**config.mk**
```make
export PLATFORM = sky130hd
export DESIGN_NAME = apb_master_arbiter
export DESIGN_NICKNAME = d
export VERILOG_FILES = /design/src/rtl/apb_arb_pkg.sv /design/src/rtl/apb_rr_pick2.sv /design/src/rtl/apb_master_arbiter.sv
export SDC_FILE = /design/constraint.sdc
export NUM_CORES = 1
export LEC_CHECK = 0
export CORE_AREA = 2 2 118 120
export DETAILED_ROUTE_END_ITERATION = 10
export DIE_AREA = 0 0 120 122
export GPL_ROUTABILITY_DRIVEN = 0
export HOLD_SLACK_MARGIN = 0.12
export PLACE_DENSITY_LB_ADDON = 0.08
export SYNTH_ARGS = -nofsm -noshare
export SYNTH_HDL_FRONTEND = slang
export SYNTH_SLANG_ARGS = --single-unit
```
**constraint.sdc**
```tcl
create_clock -name clk -period 5 [get_ports clk]
set_clock_uncertainty 0.1 [all_clocks]
set_input_delay 1 -clock clk [delete_from_list [all_inputs] [get_ports clk]]
set_output_delay 1 -clock clk [all_outputs]
set_load 0.005 [all_outputs]
```
**src/rtl/apb_arb_pkg.sv**
```systemverilog
// Shared types and constants for the two-requester APB master arbiter.
package apb_arb_pkg;

  // Transfer sequencing states of the APB master
  typedef enum logic [1:0] {
    IDLE   = 2'd0,
    SETUP  = 2'd1,
    ACCESS = 2'd2
  } state_e;

  // Requester identifiers, also used as the round-robin "last granted" value
  localparam logic M0 = 1'b0;
  localparam logic M1 = 1'b1;

  // Watchdog counter width; a disabled watchdog (t == 0) still needs a 1-bit vector
  function automatic int unsigned wdog_width(input int unsigned t);
    return (t == 0) ? 1 : $clog2(t + 1);
  endfunction

endpackage

```
**src/rtl/apb_rr_pick2.sv**
```systemverilog
// Two-way round-robin picker: a lone request wins, a tie goes to the one not granted last.
module apb_rr_pick2
  import apb_arb_pkg::*;
(
  input  logic [1:0] valid_i,
  input  logic       last_i,
  input  logic       enable_i,
  output logic [1:0] grant_o
);

  // One-hot grant, all zero when the picker is disabled or nobody requests
  always_comb begin
    grant_o = 2'b00;
    if (enable_i) begin
      case (valid_i)
        2'b01:   grant_o = 2'b01;
        2'b10:   grant_o = 2'b10;
        2'b11:   grant_o = (last_i == M0) ? 2'b10 : 2'b01;
        default: grant_o = 2'b00;
      endcase
    end
  end

endmodule

```
**src/rtl/apb_master_arbiter.sv**
```systemverilog
// Shares one APB master port between two request/response requesters with
// round-robin arbitration, SETUP/ACCESS sequencing and an ACCESS-phase watchdog.
module apb_master_arbiter
  import apb_arb_pkg::*;
#(
  parameter int unsigned ADDR_W  = 32,
  parameter int unsigned DATA_W  = 32,
  parameter int unsigned TIMEOUT = 255
) (
  input  logic              clk,
  input  logic              reset_n,
  // requester 0
  input  logic              m0_valid,
  output logic              m0_ready,
  input  logic [ADDR_W-1:0] m0_addr,
  input  logic              m0_write,
  input  logic [DATA_W-1:0] m0_wdata,
  output logic              m0_rsp_valid,
  output logic [DATA_W-1:0] m0_rsp_rdata,
  output logic              m0_rsp_err,
  // requester 1
  input  logic              m1_valid,
  output logic              m1_ready,
  input  logic [ADDR_W-1:0] m1_addr,
  input  logic              m1_write,
  input  logic [DATA_W-1:0] m1_wdata,
  output logic              m1_rsp_valid,
  output logic [DATA_W-1:0] m1_rsp_rdata,
  output logic              m1_rsp_err,
  // APB master port
  output logic [ADDR_W-1:0] paddr,
  output logic              pwrite,
  output logic              psel,
  output logic              penable,
  output logic [DATA_W-1:0] pwdata,
  input  logic [DATA_W-1:0] prdata,
  input  logic              pready,
  input  logic              pslverr,
  // watchdog abort pulse
  output logic              timeout_o
);

  localparam int unsigned WD_W    = wdog_width(TIMEOUT);
  // Stall cycles already counted when the abort cycle arrives
  localparam int unsigned WD_LAST = (TIMEOUT == 0) ? 0 : TIMEOUT - 1;

  state_e            state_q,     state_d;
  logic              owner_q,     owner_d;
  logic              last_q,      last_d;
  logic [ADDR_W-1:0] paddr_q,     paddr_d;
  logic              pwrite_q,    pwrite_d;
  logic [DATA_W-1:0] pwdata_q,    pwdata_d;
  logic [WD_W-1:0]   wdog_q,      wdog_d;
  logic [1:0]        rsp_vld_q,   rsp_vld_d;
  logic [DATA_W-1:0] rsp_rdata_q, rsp_rdata_d;
  logic              rsp_err_q,   rsp_err_d;
  logic              tmo_q,       tmo_d;

  logic [1:0]        grant;
  logic              win_id;
  logic              pick_en;

  // Arbitration only happens in IDLE and never while reset is asserted,
  // so ready stays low during reset
  assign pick_en = (state_q == IDLE) && reset_n;

  apb_rr_pick2 u_pick (
    .valid_i  ({m1_valid, m0_valid}),
    .last_i   (last_q),
    .enable_i (pick_en),
    .grant_o  (grant)
  );

  assign win_id = grant[1];

  // Next-state logic for the transfer FSM, capture registers, watchdog and response
  always_comb begin
    state_d     = state_q;
    owner_d     = owner_q;
    last_d      = last_q;
    paddr_d     = paddr_q;
    pwrite_d    = pwrite_q;
    pwdata_d    = pwdata_q;
    wdog_d      = wdog_q;
    rsp_vld_d   = 2'b00;
    rsp_rdata_d = rsp_rdata_q;
    rsp_err_d   = rsp_err_q;
    tmo_d       = 1'b0;

    case (state_q)
      IDLE: begin
        if (grant != 2'b00) begin
          owner_d  = win_id;
          last_d   = win_id;
          paddr_d  = (win_id == M1) ? m1_addr  : m0_addr;
          pwrite_d = (win_id == M1) ? m1_write : m0_write;
          pwdata_d = (win_id == M1) ? m1_wdata : m0_wdata;
          state_d  = SETUP;
        end
      end

      SETUP: begin
        wdog_d  = '0;
        state_d = ACCESS;
      end

      ACCESS: begin
        if (pready) begin
          // Completion takes priority over a watchdog expiring in the same cycle
          state_d            = IDLE;
          rsp_vld_d[owner_q] = 1'b1;
          rsp_err_d          = pslverr;
          rsp_rdata_d        = (pwrite_q || pslverr) ? '0 : prdata;
        end else if ((TIMEOUT != 0) && (wdog_q == WD_W'(WD_LAST))) begin
          state_d            = IDLE;
          rsp_vld_d[owner_q] = 1'b1;
          rsp_err_d          = 1'b1;
          rsp_rdata_d        = '0;
          tmo_d              = 1'b1;
        end else if (TIMEOUT != 0) begin
          wdog_d = wdog_q + 1'b1;
        end
      end

      default: state_d = IDLE;
    endcase
  end

  // State and datapath registers; reset leaves the pointer favouring requester 0
  always_ff @(posedge clk) begin
    if (!reset_n) begin
      state_q     <= IDLE;
      owner_q     <= M0;
      last_q      <= M1;
      paddr_q     <= '0;
      pwrite_q    <= 1'b0;
      pwdata_q    <= '0;
      wdog_q      <= '0;
      rsp_vld_q   <= 2'b00;
      rsp_rdata_q <= '0;
      rsp_err_q   <= 1'b0;
      tmo_q       <= 1'b0;
    end else begin
      state_q     <= state_d;
      owner_q     <= owner_d;
      last_q      <= last_d;
      paddr_q     <= paddr_d;
      pwrite_q    <= pwrite_d;
      pwdata_q    <= pwdata_d;
      wdog_q      <= wdog_d;
      rsp_vld_q   <= rsp_vld_d;
      rsp_rdata_q <= rsp_rdata_d;
      rsp_err_q   <= rsp_err_d;
      tmo_q       <= tmo_d;
    end
  end

  assign m0_ready = grant[0];
  assign m1_ready = grant[1];

  assign psel    = (state_q != IDLE);
  assign penable = (state_q == ACCESS);
  assign paddr   = paddr_q;
  assign pwrite  = pwrite_q;
  assign pwdata  = pwdata_q;

  // Response fields are only visible to the requester whose pulse is active
  assign m0_rsp_valid = rsp_vld_q[0];
  assign m0_rsp_rdata = rsp_vld_q[0] ? rsp_rdata_q : '0;
  assign m0_rsp_err   = rsp_vld_q[0] & rsp_err_q;
  assign m1_rsp_valid = rsp_vld_q[1];
  assign m1_rsp_rdata = rsp_vld_q[1] ? rsp_rdata_q : '0;
  assign m1_rsp_err   = rsp_vld_q[1] & rsp_err_q;

  assign timeout_o = tmo_q;

endmodule

```
==> metrics.txt, run 1 <==
# TYPE chip_impl_metric gauge
chip_impl_metric{name="cts_resized",unit=""} 0
chip_impl_metric{name="finish.instance_area",unit="um^2"} 9090
chip_impl_metric{name="netlist_area",unit="um^2"} 5420
chip_impl_metric{name="post_drt_via_cell_ratio",unit=""} 5.02
chip_impl_metric{name="dp_hpwl",unit="mm"} 12.9
chip_impl_metric{name="drc",unit=""} 0
chip_impl_metric{name="register_bit_count_reported_by_yosys",unit=""} 113
chip_impl_metric{name="vdd.ir_drop.worst",unit="V"} 0.000298
chip_impl_metric{name="dieHeight",unit="um"} 122
chip_impl_metric{name="timing.final.setup_violations",unit=""} 0
chip_impl_metric{name="pin_count_of_the_biggest_net_entering_global_routing",unit=""} 101
chip_impl_metric{name="wl_per_cell",unit="um"} 16.4
chip_impl_metric{name="timing.final.max_slew_violations",unit=""} 0
chip_impl_metric{name="yosys_warnings",unit=""} 0
chip_impl_metric{name="grt_first_pass_wirelength",unit="mm"} 27.0
chip_impl_metric{name="final.period_utilization",unit="%"} 71.5
chip_impl_metric{name="final-instance-count-excl-fill",unit=""} 1069
chip_impl_info{name="rsz_0062_raised_after_global_routing",value="no"} 1
chip_impl_metric{name="synth_seq_area_share",unit="%"} 41.7
chip_impl_metric{name="synth_nets",unit=""} 772
chip_impl_metric{name="totalWireLength",unit="mm"} 17.5
chip_impl_metric{name="slew_headroom",unit="%"} 16.3
chip_impl_metric{name="count_of_input_and_output_buffers",unit=""} 305
chip_impl_info{name="outcome",value="completed"} 1
chip_impl_metric{name="cts_setup_buffers",unit=""} 0
chip_impl_metric{name="h-tree-depth",unit=""} 4
chip_impl_metric{name="ctsLongestPathBuffers",unit=""} 2
chip_impl_metric{name="cap_violations",unit=""} 0
chip_impl_metric{name="grt.overflow.total",unit=""} 0
chip_impl_metric{name="post_route_cells_drive_above_1_share",unit="%"} 8.10
chip_impl_metric{name="tightestPinTransition",unit="ns"} 1.25
chip_impl_metric{name="critPathArrivalTime",unit="ns"} 2.47
chip_impl_info{name="hold_path.class",value="flop to flop"} 1
chip_impl_info{name="layout.cells.most_common",value="clkdlybuf4s50_1"} 1
chip_impl_metric{name="static-leakage-power",unit="uW"} 0.00370
chip_impl_metric{name="core_area",unit="um^2"} 13500
chip_impl_metric{name="finalHoldViolCount",unit=""} 0
chip_impl_metric{name="syn_avg_cell_area",unit="um^2"} 9.07
chip_impl_metric{name="max_freq",unit="MHz"} 280
chip_impl_info{name="timing_worst_setup_path_type",value="primary input to output pin"} 1
chip_impl_metric{name="synth.lib_cells_used.distinct",unit=""} 39
chip_impl_metric{name="via_count",unit=""} 5369
chip_impl_metric{name="power.density_cell_area",unit="nW/um^2"} 368
chip_impl_info{name="synth_top_flop_cell",value="dfxtp_1"} 1
chip_impl_metric{name="dr.pass1.iters",unit=""} 5
chip_impl_metric{name="syn_to_final_growth",unit="%"} 67.6
chip_impl_metric{name="design.final.nets",unit=""} 1050
chip_impl_metric{name="antenna_left",unit=""} 0
chip_impl_metric{name="insertion_delay",unit="ns"} 0.42
chip_impl_metric{name="cp_data_required_time",unit="ns"} 3.90
chip_impl_metric{name="asyncSetResetFlopFracSynth",unit="%"} 0
chip_impl_metric{name="cts_inserted_buffers",unit=""} 17
chip_impl_info{name="worst_setup_path_end_kind",value="output pin"} 1
chip_impl_metric{name="chipWidth",unit="um"} 120
chip_impl_metric{name="clock-sinks",unit=""} 113
chip_impl_metric{name="synth-edff-count",unit=""} 0
chip_impl_metric{name="cts_hold_buffers",unit=""} 0
chip_impl_info{name="clk_root_buffer_cell",value="clkbuf_16"} 1
chip_impl_metric{name="ioPinCount",unit=""} 306
chip_impl_metric{name="row_count",unit=""} 43
chip_impl_metric{name="cts.reportedPaths.clkPinSlew",unit="ns"} 0.05
chip_impl_info{name="commonest_non_fill_non_tap_cells_in_the_layout",value="304 x clkdlybuf4s50_1, 113 x dfxtp_1, 74 x o21ai_0"} 1
chip_impl_metric{name="first_global_vias",unit=""} 5311
chip_impl_metric{name="grt_antenna_before_repair",unit=""} 0
chip_impl_metric{name="initial_utilization",unit="%"} 40.1
chip_impl_metric{name="place.detailed.instances",unit=""} 1037
chip_impl_metric{name="design.die.area",unit="um^2"} 14600
chip_impl_metric{name="drt_iter0_drc",unit=""} 222
chip_impl_metric{name="setup_total_negative_slack",unit="ns"} 0
chip_impl_info{name="tritoncts",value="yes"} 1
chip_impl_metric{name="netlist_instances",unit=""} 598
chip_impl_metric{name="min_period",unit="ns"} 3.57
chip_impl_metric{name="antennaDiodeCount",unit=""} 0
chip_impl_metric{name="crit_fanout",unit=""} 4
chip_impl_metric{name="grt_use_total",unit="%"} 23.6
chip_impl_info{name="timing.critical_path.from_type",value="primary input"} 1
chip_impl_metric{name="placed_cell_area",unit="um^2"} 8450
registers in the layout, summed over array words and instances, names as in the netlist:
register	cells
last_q	1
owner_q	1
paddr	32
pwdata	32
pwrite	1
rsp_err_q	1
rsp_rdata_q	32
rsp_vld_q	2
state_q	2
timeout_o	1
wdog_q	8
cell families (layout without fill, tap and decap cells):
logic type,after synthesis,count (layout),synth area share (%)
adder cells (fa/ha/maj),6,6,1.38
XOR/XNOR,1,1,0.162
buffers and inverters,57,348,6.05
AND/OR/NAND/NOR,165,165,16.7
AO/OA/AOI/OAI,189,189,21.6
multiplexers,67,67,12.4
flip-flops,113,113,41.7
layout make-up:
class                      instances  area, um^2
multi-input combinational        428        2850
timing repair buffer             309        3090
clock inverter                    11         158
clock buffer                      21         480
tap                              180         225
inverter                           7        26.3
fill                            1082        4420
sequential                       113        2260
worst paths after layout:
| path | cells past startpoint | startpoint | endpoint | slack (ns) |
|---|---|---|---|---|
| worst max-delay path | 4 | m1_valid | m1_ready | 1.43 |
| worst min-delay path | 2 | rsp_rdata_q[1] | rsp_rdata_q[1] | 0.36 |
| worst max register to register | 6 | state_q[1] | paddr[1] | 2.46 |
| worst min register to register | 2 | rsp_rdata_q[1] | rsp_rdata_q[1] | 0.36 |
Yosys cell counts (2+ instances only):
library cell	n	area share (%)
buf_2	7	0.65
clkbuf_1	31	2.1
a21oi_1	72	6.6
clkbuf_8	3	0.76
o211a_1	2	0.37
buf_12	3	1.1
a21boi_2	28	5.8
or3_1	3	0.35
o2111ai_1	2	0.32
nor2_1	3	0.21
a21boi_1	2	0.28
buf_4	5	0.69
ha_1	6	1.4
mux2i_1	67	12
nand2_1	42	2.9
o21a_1	2	0.28
a21boi_0	4	0.55
dfxtp_1	113	42
and2_1	67	7.7
inv_1	7	0.48
o21ai_0	74	6.8
nand3_1	36	3.3
nand4_1	3	0.35
metrics by stage:
step | setup WS [ns] | hold WS, ns | total power, uW | utilization [%]
floorplan | 2.28 | 0.299 | 1560 | -
global placement | 1.45 | 0.351 | 2030 | 62.6
detailed placement | 1.44 | 0.361 | 2060 | 62.6
global route | 1.37 | 0.388 | 3500 | 67.3
CTS | 1.44 | 0.368 | 3370 | 67.3
finish | 1.43 | 0.362 | 3350 | 67.3
routing by layer:
metal  GRT usage [%]  share of wire [%]
met5               0                  0
met4            10.7                3.3
met3            8.85                8.2
met2            40.0                 48
met1            26.3                 40
power breakdown:
group | internal [uW] | leakage (uW) | switching, uW
clock | 880 | 0.000318 | 420
combinational | 495 | 0.00245 | 430
sequential | 1040 | 0.000925 | 79.5
total | 2420 | 0.00370 | 930
critical path, cell delays in order:
cell and delay (ns):
clkdlybuf4s50_1 0.55, nand4_1 0.23, inv_1 0.11, clkdlybuf4s50_1 0.58
Note: power is estimated with default switching activity, not from simulation.
==> inputs of run 2 (changes only) <==
--- a/config.mk
+++ b/config.mk
@@ -5,9 +5,9 @@
 export SDC_FILE = /design/constraint.sdc
 export NUM_CORES = 1
 export LEC_CHECK = 0
-export CORE_AREA = 2 2 118 120
+export CORE_MARGIN = 1
+export CORE_UTILIZATION = 39
 export DETAILED_ROUTE_END_ITERATION = 10
-export DIE_AREA = 0 0 120 122
 export GPL_ROUTABILITY_DRIVEN = 0
 export HOLD_SLACK_MARGIN = 0.12
 export PLACE_DENSITY_LB_ADDON = 0.08
==> constraint.sdc (replaced) <==
create_clock -name clk -period 3.53 [get_ports clk]
set_clock_uncertainty 0.1 [all_clocks]
set_input_delay 0.706 -clock clk [delete_from_list [all_inputs] [get_ports clk]]
set_output_delay 0.706 -clock clk [all_outputs]
set_load 0.005 [all_outputs]
==> run 2 against run 1 <==
Compared with the run above:
- sequential share of layout area decreased by 0.12 points
- utilization up 0.86 points
- global-route usage shrank 0.094 points
- wire length shrank 3.6%
- flip-flop and latch count unchanged
- via count shrank 0.39%
- die area shrank 1.8%
- critical path type unchanged
- largest power group unchanged
==> metrics.txt, run 2 (synthesis gave the netlist of run 1 again) <==
# TYPE chip_impl_metric gauge
chip_impl_info{name="worst_setup_path_end_kind",value="output pin"} 1
chip_impl_metric{name="finalHoldViolCount",unit=""} 0
chip_impl_info{name="outcome",value="completed"} 1
chip_impl_metric{name="h-tree-depth",unit=""} 4
chip_impl_info{name="most_common_cell_type_on_the_critical_path",value="clkdlybuf4s50_1"} 1
chip_impl_info{name="critical-path-slowest-cell",value="clkdlybuf4s50_1"} 1
chip_impl_info{name="commonest_non_fill_non_tap_cells_in_the_layout",value="304 x clkdlybuf4s50_1, 113 x dfxtp_1, 74 x o21ai_0"} 1
chip_impl_metric{name="setup_total_negative_slack",unit="ns"} 0
chip_impl_metric{name="dieHeight",unit="um"} 120
chip_impl_metric{name="drc",unit=""} 0
chip_impl_metric{name="first_global_vias",unit=""} 5374
chip_impl_metric{name="cts_inserted_buffers",unit=""} 17
chip_impl_metric{name="dp_hpwl",unit="mm"} 12.3
chip_impl_metric{name="count_of_input_and_output_buffers",unit=""} 305
chip_impl_metric{name="grt.overflow.total",unit=""} 0
chip_impl_info{name="rsz_0062_raised_after_global_routing",value="no"} 1
chip_impl_info{name="clk_root_buffer_cell",value="clkbuf_16"} 1
chip_impl_metric{name="insertion_delay",unit="ns"} 0.40
chip_impl_metric{name="max_freq",unit="MHz"} 333
chip_impl_metric{name="switching_share",unit="%"} 27.0
chip_impl_metric{name="post_route_cells_drive_above_1_share",unit="%"} 8.30
chip_impl_metric{name="ioPinCount",unit=""} 306
chip_impl_metric{name="core_area",unit="um^2"} 13400
chip_impl_info{name="hold_path.class",value="flop to flop"} 1
chip_impl_metric{name="final.period_utilization",unit="%"} 85.1
chip_impl_metric{name="drt_iter0_drc",unit=""} 223
chip_impl_metric{name="totalWireLength",unit="mm"} 16.9
chip_impl_metric{name="cp_data_required_time",unit="ns"} 2.72
chip_impl_metric{name="grt_use_total",unit="%"} 23.5
chip_impl_metric{name="grt_first_pass_wirelength",unit="mm"} 26.4
chip_impl_metric{name="post_drt_via_cell_ratio",unit=""} 5.01
chip_impl_info{name="layout.cells.most_common",value="clkdlybuf4s50_1"} 1
chip_impl_info{name="tritoncts",value="yes"} 1
chip_impl_metric{name="cap_violations",unit=""} 0
chip_impl_metric{name="worstSetupPathDepth",unit=""} 4
chip_impl_metric{name="antennaDiodeCount",unit=""} 0
chip_impl_metric{name="wl_per_cell",unit="um"} 15.8
chip_impl_metric{name="crit_fanout",unit=""} 4
chip_impl_metric{name="cell_internal_pwr",unit="uW"} 3480
chip_impl_metric{name="ctsLongestPathBuffers",unit=""} 2
chip_impl_metric{name="tightestPinTransition",unit="ns"} 0.865
chip_impl_metric{name="cts_setup_buffers",unit=""} 0
chip_impl_metric{name="clock-sinks",unit=""} 113
chip_impl_metric{name="cts_resized",unit=""} 0
chip_impl_metric{name="timing.final.setup_violations",unit=""} 0
chip_impl_info{name="worst_path_dominant_cell_family",value="buffers and inverters"} 1
chip_impl_info{name="timing.critical_path.from_type",value="primary input"} 1
chip_impl_metric{name="pin_count_of_the_biggest_net_entering_global_routing",unit=""} 89
chip_impl_metric{name="via_count",unit=""} 5348
chip_impl_metric{name="max_stage_delay",unit="ns"} 0.56
chip_impl_metric{name="worstHoldPathCells",unit=""} 1
chip_impl_metric{name="cts_hold_buffers",unit=""} 0
chip_impl_metric{name="critPathBufInv",unit=""} 3
chip_impl_metric{name="min_period",unit="ns"} 3.00
chip_impl_info{name="timing_worst_setup_path_type",value="primary input to output pin"} 1
chip_impl_metric{name="grt_antenna_before_repair",unit=""} 0
chip_impl_metric{name="design.final.nets",unit=""} 1053
chip_impl_metric{name="row_count",unit=""} 42
chip_impl_metric{name="p_clk_share",unit="%"} 39.4
chip_impl_metric{name="vdd.ir_drop.worst",unit="V"} 0.000304
chip_impl_metric{name="power.density_cell_area",unit="nW/um^2"} 522
chip_impl_metric{name="initial_utilization",unit="%"} 40.5
chip_impl_metric{name="cts.reportedPaths.clkPinSlew",unit="ns"} 0.05
chip_impl_metric{name="chipWidth",unit="um"} 120
chip_impl_metric{name="static-leakage-power",unit="uW"} 0.00372
chip_impl_metric{name="pwr-share-seq",unit="%"} 33.2
chip_impl_metric{name="antenna_left",unit=""} 0
chip_impl_metric{name="critPathArrivalTime",unit="ns"} 2.20
chip_impl_metric{name="dr.pass1.iters",unit=""} 4
chip_impl_metric{name="syn_to_final_growth",unit="%"} 68.5
chip_impl_info{name="crit_path_cell_trace",value="clkdlybuf4s50_1, nand4_1, inv_1, clkdlybuf4s50_1"} 1
chip_impl_metric{name="design.die.area",unit="um^2"} 14400
chip_impl_metric{name="slew_headroom",unit="%"} 42.3
chip_impl_metric{name="switch_pwr",unit="uW"} 1290
chip_impl_metric{name="finalCoreUtilization",unit="%"} 68.2
chip_impl_metric{name="timing.final.max_slew_violations",unit=""} 0
chip_impl_metric{name="reg2regPathDepth",unit=""} 7
chip_impl_metric{name="combPwrFrac",unit="%"} 27.5
-- run 2: layout make-up --
type                    count  area (um^2)
fillers                  1081         4270
repair buffers            312         3130
multi-input cells         428         2850
flip-flops and latches    113         2260
clock buffers              21          470
well taps                 176          220
clock inverters            11          183
inverters                   7         26.3
-- run 2: metal layers --
metal  share of wire [%]  track usage, %
met3                 7.6            7.13
met5                   0               0
met1                  40            25.6
met4                 2.9            10.7
met2                  50            41.5
-- run 2: power groups by stage --
stage / Sequential [uW] / Combinational (uW) / Clock, uW
floorplan: 1600 / 612 / 0
global placement: 1590 / 1280 / 0
detailed placement: 1600 / 1310 / 0
CTS: 1580 / 1320 / 1910
global route: 1610 / 1420 / 1970
finish: 1580 / 1310 / 1880
-- run 2: path summary, 6_finish.rpt --
| path | startpoint | slack, ns | end |
|---|---|---|---|
| worst max register to register | state_q[0] | 1.36 | rsp_rdata_q[18] |
| worst max-delay path | m1_valid | 0.53 | m1_ready |
| worst min register to register | owner_q | 0.34 | rsp_vld_q[0] |
| worst min-delay path | owner_q | 0.34 | rsp_vld_q[0] |
-- run 2: metrics by stage --
step / cell area [um^2] / instances / setup WS, ns / hold WS (ns) / power, uW
2_1_floorplan: 5420 / 598 / 1.39 / 0.299 / 2210
3_3_place_gp: 8480 / 1036 / 0.538 / 0.327 / 2880
3_5_place_dp: 8480 / 1036 / 0.492 / 0.324 / 2910
4_1_cts: 9130 / 1068 / 0.490 / 0.333 / 4810
5_1_grt: 9130 / 1068 / 0.470 / 0.363 / 4990
6_report: 9130 / 1068 / 0.525 / 0.336 / 4770
